`config.mk`:
```
export PLATFORM = sky130hd
export DESIGN_NAME = tape_rec
export DESIGN_NICKNAME = d
export VERILOG_FILES = /design/src/rtl/tape_pkg.sv /design/src/rtl/tape_edge_timer.sv /design/src/rtl/tape_rec.sv
export SDC_FILE = /design/constraint.sdc
export NUM_CORES = 1
export LEC_CHECK = 0
export BUFFER_PORTS_ARGS = -buffer_cell sky130_fd_sc_hd__buf_4
export CAP_MARGIN = 20
export CORE_ASPECT_RATIO = 0.5
export CORE_MARGIN = 1.5
export CORE_UTILIZATION = 51
export CTS_BUF_LIST = sky130_fd_sc_hd__clkbuf_16
export DETAILED_ROUTE_END_ITERATION = 6
export GPL_ROUTABILITY_DRIVEN = 1
export PLACE_DENSITY = 0.83
export SYNTH_ARGS = -nofsm -noshare
export SYNTH_HDL_FRONTEND = slang
export SYNTH_SLANG_ARGS = --single-unit
```
`constraint.sdc`:
```
create_clock -name clk -period 2.82 [get_ports clk]
set_clock_uncertainty 0.15 [all_clocks]
set_input_delay 0.141 -clock clk [delete_from_list [all_inputs] [get_ports clk]]
set_output_delay 0.141 -clock clk [all_outputs]
set_load 0.05 [all_outputs]
```
`src/rtl/tape_pkg.sv`:
```
// Shared definitions for the cassette tape recorder: FSM state encoding and
// default timing constants (all timing values are in ce_tape ticks).
package tape_pkg;

   localparam int THRESH_DEF  = 12;
   localparam int MIN_P_DEF   = 3;
   localparam int TIMEOUT_DEF = 4095;
   localparam int PERIOD_W    = 12;

   typedef enum logic [2:0] {
      IDLE,
      HUNT,
      DATA,
      STOP1,
      STOP2
   } tape_state_t;

endpackage

```
`src/rtl/tape_edge_timer.sv`:
```
// Rising-edge detector and period timer for the cassette signal. Each edge
// whose period reaches MIN_P yields one classified bit: '1' for short periods
// (<= THRESH), '0' for long ones. Shorter periods are glitches and leave the
// running period count untouched.
module tape_edge_timer
   import tape_pkg::*;
#(
   parameter int THRESH = THRESH_DEF,
   parameter int MIN_P  = MIN_P_DEF
) (
   input  logic clk,
   input  logic reset_n,
   input  logic ce_tape,
   input  logic cass_in,
   output logic bit_valid,
   output logic bit_val
);

   localparam logic [PERIOD_W-1:0] PERIOD_MAX = '1;
   localparam logic [PERIOD_W-1:0] MIN_P_C    = PERIOD_W'(MIN_P);
   localparam logic [PERIOD_W-1:0] THRESH_C   = PERIOD_W'(THRESH);

   logic                cass_q;
   logic                cass_last;
   logic [PERIOD_W-1:0] period_cnt;
   logic [PERIOD_W-1:0] period_inc;
   logic                rise;

   // Period including the current tick, saturating so long silences stay '0'.
   always_comb begin
      period_inc = period_cnt;
      if (period_cnt != PERIOD_MAX) begin
         period_inc = period_cnt + 1'b1;
      end
   end

   assign rise      = ce_tape & cass_q & ~cass_last;
   assign bit_valid = rise && (period_inc >= MIN_P_C);
   assign bit_val   = (period_inc <= THRESH_C);

   // Input register plus tick-rate edge history and period counter.
   always_ff @(posedge clk) begin
      if (!reset_n) begin
         cass_q     <= 1'b0;
         cass_last  <= 1'b0;
         period_cnt <= '0;
      end else begin
         cass_q <= cass_in;
         if (ce_tape) begin
            cass_last  <= cass_q;
            period_cnt <= bit_valid ? '0 : period_inc;
         end
      end
   end

endmodule

```
`src/rtl/tape_rec.sv`:
```
// Cassette recorder: frames classified tape bits into bytes (start '0',
// 8 data bits MSB first, two stop '1') and writes each byte to sequential
// addresses. Define TAPE_REC_ERRCNT_EN to build the framing error counter;
// without it err_cnt is tied to zero.
module tape_rec
   import tape_pkg::*;
#(
   parameter int THRESH  = THRESH_DEF,
   parameter int MIN_P   = MIN_P_DEF,
   parameter int TIMEOUT = TIMEOUT_DEF
) (
   input  logic        clk,
   input  logic        reset_n,
   input  logic        ce_tape,
   input  logic        enable,
   input  logic        cass_in,
   output logic        wr,
   output logic [15:0] addr,
   output logic [7:0]  data,
   output logic [15:0] length,
   output logic        busy,
   output logic        done,
   output logic        overflow,
   output logic [7:0]  err_cnt
);

   localparam logic [PERIOD_W-1:0] IDLE_MAX  = '1;
   localparam logic [PERIOD_W-1:0] TIMEOUT_C = PERIOD_W'(TIMEOUT);

   tape_state_t         state;
   tape_state_t         next_state;
   logic                bit_valid;
   logic                bit_val;
   logic                enable_q;
   logic                arm;
   logic                arm_go;
   logic                timeout_hit;
   logic                write_byte;
   logic                timeout_end;
   logic [2:0]          bit_cnt;
   logic [7:0]          shift_q;
   logic [PERIOD_W-1:0] idle_cnt;
   logic                wr_q;
   logic [15:0]         addr_q;
   logic [7:0]          data_q;
   logic [15:0]         length_q;
   logic                done_q;
   logic                overflow_q;

   tape_edge_timer #(
      .THRESH (THRESH),
      .MIN_P  (MIN_P)
   ) u_edge_timer (
      .clk       (clk),
      .reset_n   (reset_n),
      .ce_tape   (ce_tape),
      .cass_in   (cass_in),
      .bit_valid (bit_valid),
      .bit_val   (bit_val)
   );

   assign arm         = enable & ~enable_q;
   assign arm_go      = (state == IDLE) && (next_state == HUNT);
   assign timeout_hit = (idle_cnt >= TIMEOUT_C) && ((length_q != 16'd0) || overflow_q);

   // State register.
   always_ff @(posedge clk) begin
      if (!reset_n) begin
         state <= IDLE;
      end else begin
         state <= next_state;
      end
   end

   // Framing FSM: disarm beats timeout, timeout beats any bit arriving.
   always_comb begin
      next_state  = state;
      write_byte  = 1'b0;
      timeout_end = 1'b0;
      if (!enable) begin
         next_state = IDLE;
      end else if ((state != IDLE) && timeout_hit) begin
         next_state  = IDLE;
         timeout_end = 1'b1;
      end else begin
         case (state)
            IDLE:  if (arm) next_state = HUNT;
            HUNT:  if (bit_valid && !bit_val) next_state = DATA;
            DATA:  if (bit_valid && (bit_cnt == 3'd7)) next_state = STOP1;
            STOP1: if (bit_valid) next_state = bit_val ? STOP2 : HUNT;
            STOP2: begin
               if (bit_valid) begin
                  next_state = HUNT;
                  write_byte = bit_val;
               end
            end
            default: next_state = IDLE;
         endcase
      end
   end

   // Byte assembly, write strobe, buffer length and end-of-recording flags.
   always_ff @(posedge clk) begin
      if (!reset_n) begin
         enable_q   <= 1'b0;
         bit_cnt    <= '0;
         shift_q    <= '0;
         idle_cnt   <= '0;
         wr_q       <= 1'b0;
         addr_q     <= '0;
         data_q     <= '0;
         length_q   <= '0;
         done_q     <= 1'b0;
         overflow_q <= 1'b0;
      end else begin
         enable_q <= enable;
         wr_q     <= 1'b0;
         if ((state == IDLE) || bit_valid) begin
            idle_cnt <= '0;
         end else if (ce_tape && (idle_cnt != IDLE_MAX)) begin
            idle_cnt <= idle_cnt + 1'b1;
         end
         if (state == HUNT) begin
            bit_cnt <= '0;
         end
         if ((state == DATA) && bit_valid) begin
            shift_q <= {shift_q[6:0], bit_val};
            bit_cnt <= bit_cnt + 1'b1;
         end
         if (write_byte && !overflow_q) begin
            wr_q   <= 1'b1;
            addr_q <= length_q;
            data_q <= shift_q;
         end
         if (wr_q) begin
            if (length_q == 16'hFFFF) begin
               overflow_q <= 1'b1;
            end
            length_q <= length_q + 1'b1;
         end
         if (timeout_end) begin
            done_q <= 1'b1;
         end
         if (arm_go) begin
            length_q   <= '0;
            done_q     <= 1'b0;
            overflow_q <= 1'b0;
         end
      end
   end

`ifdef TAPE_REC_ERRCNT_EN
   logic [7:0] err_q;
   logic       frame_err;

   assign frame_err = enable && !timeout_end && bit_valid && !bit_val &&
                      ((state == STOP1) || (state == STOP2));

   // Saturating framing error counter, restarted with each recording.
   always_ff @(posedge clk) begin
      if (!reset_n) begin
         err_q <= '0;
      end else if (arm_go) begin
         err_q <= '0;
      end else if (frame_err && (err_q != 8'hFF)) begin
         err_q <= err_q + 1'b1;
      end
   end

   assign err_cnt = err_q;
`else
   assign err_cnt = 8'h00;
`endif

   assign wr       = wr_q;
   assign addr     = addr_q;
   assign data     = data_q;
   assign length   = length_q;
   assign done     = done_q;
   assign overflow = overflow_q;
   assign busy     = (state == DATA) || (state == STOP1) || (state == STOP2);

endmodule

```
[Word-level counts from Yosys, hierarchy flattened]
Index checks and enable logic that the tools add are counted.
Storage, ports and cells
  output and inout bits: 52
  bits in registers: 84
  input bits: 5
Cells by class
  eq/ne operators: 9
  add/sub/neg operators: 4
  bitwise logic cells: 6
  reduce and logical (&&, ||, !) cells: 22
  muxes and demuxes: 20
  $lt $le $gt $ge: 3
Operator list (count)
  2-to-1 mux 3 bit: 10
  adder 12 x 1 -> 12 bit, second input constant: 2
  2-to-1 mux 12 bit: 2
  != test 12 bit, second input constant: 2
  adder 16 x 1 -> 16 bit, second input constant: 1
  == test 16 bit, second input constant: 1
  nonzero test 16 bit: 1
  one-hot mux 3 bit (5 select lines): 1
  >= comparator 12 bit, second input constant: 1
  >= comparator 12 x 2 -> 1 bit, second input constant: 1
  <= comparator 12 x 4 -> 1 bit, second input constant: 1
  logical AND 1 bit: 9
  2-to-1 mux 1 bit: 7
  == test 3 x 1 -> 1 bit, second input constant: 2
  == test 3 x 2 -> 1 bit, second input constant: 2
  == test 3 bit, second input constant: 2
  logical OR 1 bit: 4
  OR reduction 2 bit: 2
  adder 3 x 1 -> 3 bit, second input constant: 1
  bitwise AND 1 bit: 3
  zero test 3 bit: 1
  inverter 1 bit: 3
  nonzero test 3 bit: 1
  zero test 1 bit: 2
  2 further kinds: 2

[Depth between registers and ports, before layout]
  word-level depth: 12
  gate-level depth with buffers: 11
  depth with buffers taken out: 9

[Cells and area by module]
From an unflattened synthesis, not the netlist that was laid out.
Second synthesis, totals
  cell total of the unflattened synthesis: 497
  area total of the unflattened synthesis: 4330.4 sq um
By module, submodules not included
  tape_rec: cells an instance 372, instances 1, area an instance 3264.4 sq um
  tape_edge_timer: cells an instance 125, instances 1, area an instance 1066.0 sq um

[Least setup slack after synthesis]
OpenSTA, ideal clock, no wires.
  path kind: flip-flop to flip-flop
  start point: register u_edge_timer.period_cnt[0]
  end point: register addr_q[4], in the netlist addr[4]
  stages on the path, launching flop included: 11
  data required time: 2.596 ns
  buffers on the path: 2
  period minus slack after synthesis: 2.910 ns
  arrival time: 2.686 ns
  slack: -0.090 ns
  path through: dfxtp_1 > ha_1 > nand4_4 > or4_1 > a221oi_2 > nand4_1 > nor4_2 > buf_6 > buf_6 > nand3_1 > o21ai_0
On the way
  longest elaborated chain between the ends: 9
  elaborated cells on any way between the ends: 11
Ends and longest elaborated chain
  start: declaration: RTL line tape_edge_timer.sv:25  | logic [PERIOD_W-1:0] period_cnt;
  start signal: assignment: RTL line tape_edge_timer.sv:51  | period_cnt <= bit_valid ? '0 : period_inc;
  adder 12 x 1 -> 12 bit or != test 12 bit (tied branches): RTL line tape_edge_timer.sv:33, tape_edge_timer.sv:32
  2-to-1 mux 12 bit (*): RTL line tape_edge_timer.sv:32  | if (period_cnt != PERIOD_MAX) begin
  >= comparator 12 x 2 -> 1 bit: RTL line tape_edge_timer.sv:38  | assign bit_valid = rise && (period_inc >= MIN_P_C);
  logical AND 1 bit: RTL line tape_edge_timer.sv:38
  2-to-1 mux 1 bit (*): RTL line tape_rec.sv:92  | if (bit_valid) begin
  2-to-1 mux 1 bit (*): RTL line tape_rec.sv:86  | case (state)
  2-to-1 mux 1 bit (*): RTL line tape_rec.sv:82  | end else if ((state != IDLE) && timeout_hit) begin
  2-to-1 mux 1 bit (*): RTL line tape_rec.sv:80  | if (!enable) begin
  logical AND 1 bit (*): RTL line tape_rec.sv:130  | if (write_byte && !overflow_q) begin
  end signal: assignment: RTL line tape_rec.sv:132  | addr_q <= length_q;
  end: declaration: RTL line tape_rec.sv:44  | logic [15:0] addr_q;
Mark *: on every way between the ends. The rest lies on a longest branch, timed or not.
A chain may end at the register's enable or synchronous reset.

[Final worst setup path]
  start point: register u_edge_timer.period_cnt[11]
  end point: register addr_q[15], in the netlist addr[15]
The elaborated chain is that of the path after synthesis.

==> summary.txt <==
Power and ir drop
  • Leak: 1.86 nW
  • Internal power: 1.91 mW
  • Sequential share of power: 48.4%
  • Clk pwr share: 46.8%
  • Psw: 0.563 mW
  • PD cells: 508 nW/um2
  • Max rail drop VDD: 0.303 mV
  • Combinational power share: 4.8%
  • Net Sw Frac: 22.8%

Setup path
  • CP Data Required Time: 2.87 ns
  • Worst-path fanout max: 24
  • Worst Path Buf+Inv: 2
  • Critical path depth: 8
  • Critical-path cell list: and4_1 -> or4_4 -> a221oi_4 -> nand4_1 -> nor4_4 -> buf_6 -> clkbuf_16 -> o21ai_0
  • CP Capture Type: flip-flop
  • R2R cell count: 8
  • CP top delay family: simple AND/OR/NAND/NOR gates
  • Largest stage delay, worst path: 0.55 ns
  • R2r startpoint: u_edge_timer.period_cnt[11]
  • RR Endpoint: addr[15]
  • Worst setup path startpoint: u_edge_timer.period_cnt[11]
  • Critical path arrival: 2.79 ns
  • CP Launch Type: flip-flop
  • Worst R2R Setup Slack: 0.08 ns
  • WS Path Type: flip-flop to flip-flop
  • Critical-path top delay cell: or4_4

Synthesis
  • Ys Warns: 0
  • EDFF count, synth: 0
  • Average size of a mapped cell: 8.19 um2
  • Mapped Cells: 486
  • Seq/Total Area, Yosys: 42.3%
  • Dominant synthesized flop cell: dfxtp_1
  • Post-synth ARST share: 0%
  • Synthesized area: 3980 um2
  • Synth top area cells: dfxtp_1 (42%), nand3_1 (6.2%), o21ai_0 (5.7%)
  • Synthesis-stage register bit count: 84
  • Unique masters post-synth: 56
  • Post-synth top area cell: dfxtp_1
  • Top cell type's share of synthesized area: 42.3%

Place
  • Port bufs: 48
  • Routability cong.: 1.00
  • HPWL after DPL: 6190 um

GRT
  • First-pass GRT wire length: 15600 um
  • Vias in the first global route: 3247
  • Initial antenna violation count: 0
  • Total GRT Usage: 23.5%
  • Pin count of the biggest net entering global routing: 61
  • GR Overflow Total: 0

Detailed routing
  • Routed vias/inst: 5.82
  • Initial DRT Pass Iterations: 5
  • Drc violations: 0
  • Routed WL: 9820 um
  • Starting DRT DRC Count: 340
  • Routed Antenna Nets: 0
  • DR vias: 3714
  • WL/cell: 15.4 um

Final layout
  • Filler Cell Count: 601
  • Area Overhead vs Synth: 22.4%
  • Antenna Cells: 0
  • Nets: 548
  • Layout cells sized above 1: 18.3%
  • Post-layout util: 65.5%

Die
  • Die X: 128 um
  • Die height: 65.5 um
  • Row Count: 22
  • Initial core utilization: 53.5%
  • Core area: 7430 um2
  • Boundary Pins: 57
  • Die area: 8370 um2

STA
  • Tcrit/Tclk final: 97.1%
  • Final setup fails: 0
  • Final min period: 2.74 ns
  • Peak Freq: 365 MHz
  • WHS: 0.0228 ns
  • Slew headroom: 61.7%
  • Max Slew Vio Count: 0
  • Worst Tran Pin Value: 0.570 ns
  • Final hold vios: 0

Outcome
  • Outcome: finished clean

Hold path
  • Hold Path Origin: reset_n
  • Worst Hold Path EP: u_edge_timer.period_cnt[5]
  • Hold Crit Class: input port to flip-flop
  • Hold depth: 3

Clock network
  • Clock tree sinks: 84
  • H-tree depth: 3
  • Clock Tree Buf Depth: 2
  • CTS Buf Count: 9
  • Clk slew on worst S/H paths: 0.06 ns
  • Root Buffer: clkbuf_16
  • Skew-Pair Late Insertion Delay: 0.34 ns
  • CTS tree: yes

Job
  • Max_cap viols: 0
-- metal layers --
metal  share of wire, %  global-route usage, %
met5                  0                      0
met4                1.1                   7.72
met3                5.7                   5.78
met2                 47                   38.4
met1                 46                   30.7
-- layout make-up --
class                           count  area (um2)  share of cell area [%]
Clock buffer                        9         225                    4.63
Clock inverter                      7        66.3                    1.36
Multi-Input combinational cell    360        2130                    43.8
Timing Repair Buffer               71         602                    12.4
Tap cell                           96         120                    2.47
Inverter                           11        41.3                   0.848
Sequential cell                    84        1680                    34.5
-- cell usage in the layout (no fill, tap or decap), types with 5 or more instances in the layout --
cell,instances
dfxtp_1,84
buf_4,64
nand2_1,57
nand3_1,49
o21ai_0,43
nor2_1,41
xor2_1,16
a21oi_1,14
nand4_1,14
inv_1,11
clkbuf_16,11
xnor2_1,10
and3_1,9
nor4_1,9
conb_1,8
and4_1,5
a211oi_1,5
nand2b_1,5
ha_1,5
-- synth_stat cells, drive strengths merged, types with 4 or more instances --
library cell / n
dfxtp: 84
nand2: 57
nand3: 49
o21ai: 48
nor2: 41
clkbuf: 24
xor2: 16
nand4: 15
a21oi: 14
buf: 14
inv: 11
nor4: 10
xnor2: 10
and3: 9
a211oi: 6
and4: 6
ha: 6
and2: 5
nand2b: 5
nor3: 5
mux2i: 4
or2: 4
or3: 4
-- sequential cells by signal, summed over array words and instances, names as in the netlist --
name / count
done: 1
shift_q: 8
bit_cnt: 3
enable_q: 1
length: 16
u_edge_timer.period_cnt: 12
addr: 16
overflow: 1
data: 8
wr: 1
u_edge_timer.cass_last: 1
state: 3
idle_cnt: 12
u_edge_timer.cass_q: 1
-- power by group through the flow --
| stage | clock network, mW | registers [mW] | logic [mW] |
|---|---|---|---|
| 6_report | 1.16 | 1.20 | 0.119 |
| 5_1_grt | 1.23 | 1.20 | 0.130 |
| 4_1_cts | 1.17 | 1.20 | 0.117 |
| 3_5_place_dp | 0 | 1.22 | 0.114 |
| 3_3_place_gp | 0 | 1.22 | 0.114 |
| 2_1_floorplan | 0 | 1.22 | 0.0925 |
-- stage by stage --
step	area (um2)	total power, mW	worst slack [ns]	TNS [ns]	cells
finish	4870	2.47	0.0829	0	638
global route	4870	2.56	-0.0342	-0.224	638
CTS	4760	2.48	0.114	0	633
detailed placement	4450	1.34	0.120	0	615
global placement	4450	1.34	0.188	0	615
floorplan	4010	1.32	0.0226	0	493
-- worst max path at each step --
stage / slack (ns) / to
finish: 0.08 / addr[15]
global route: -0.03 / addr[15]
CTS: 0.11 / u_edge_timer.period_cnt[7]
detailed placement: 0.12 / u_edge_timer.period_cnt[7]
global placement: 0.19 / state[2]
floorplan: 0.02 / state[2]
-- worst reg2reg max path: cells and delay by family, from the launching register on --
kind / cells / cell delay, ns
AO/OA/AOI/OAI: 2 / 0.40
buffers and inverters: 2 / 0.37
flip-flops: 1 / 0.38
AND/OR/NAND/NOR: 4 / 1.30
-- logic make-up (layout without fill, tap and decap cells) --
family	after synthesis	after routing	share of synthesized area, %
and+or+nand+nor	222	222	28.4
AOI/OAI and AO/OA	94	94	14.6
xor gates and xnor gates	26	26	5.72
DFF	84	84	42.3
adders and majority gates	6	6	1.89
buffers and inverters	49	98	6.04
other	1	8	0.0942
muxes	4	4	1.01
-- what timing repair did --
action / 4_1_cts / 5_1_grt
buffers inserted: 0 / 3
endpoints found under the setup margin: 0 / 45
hold endpoints to repair: 3 / 0
hold buffers: 2 / 0
resized for setup: 0 / 8
Note: power is estimated with default switching activity, not from simulation.
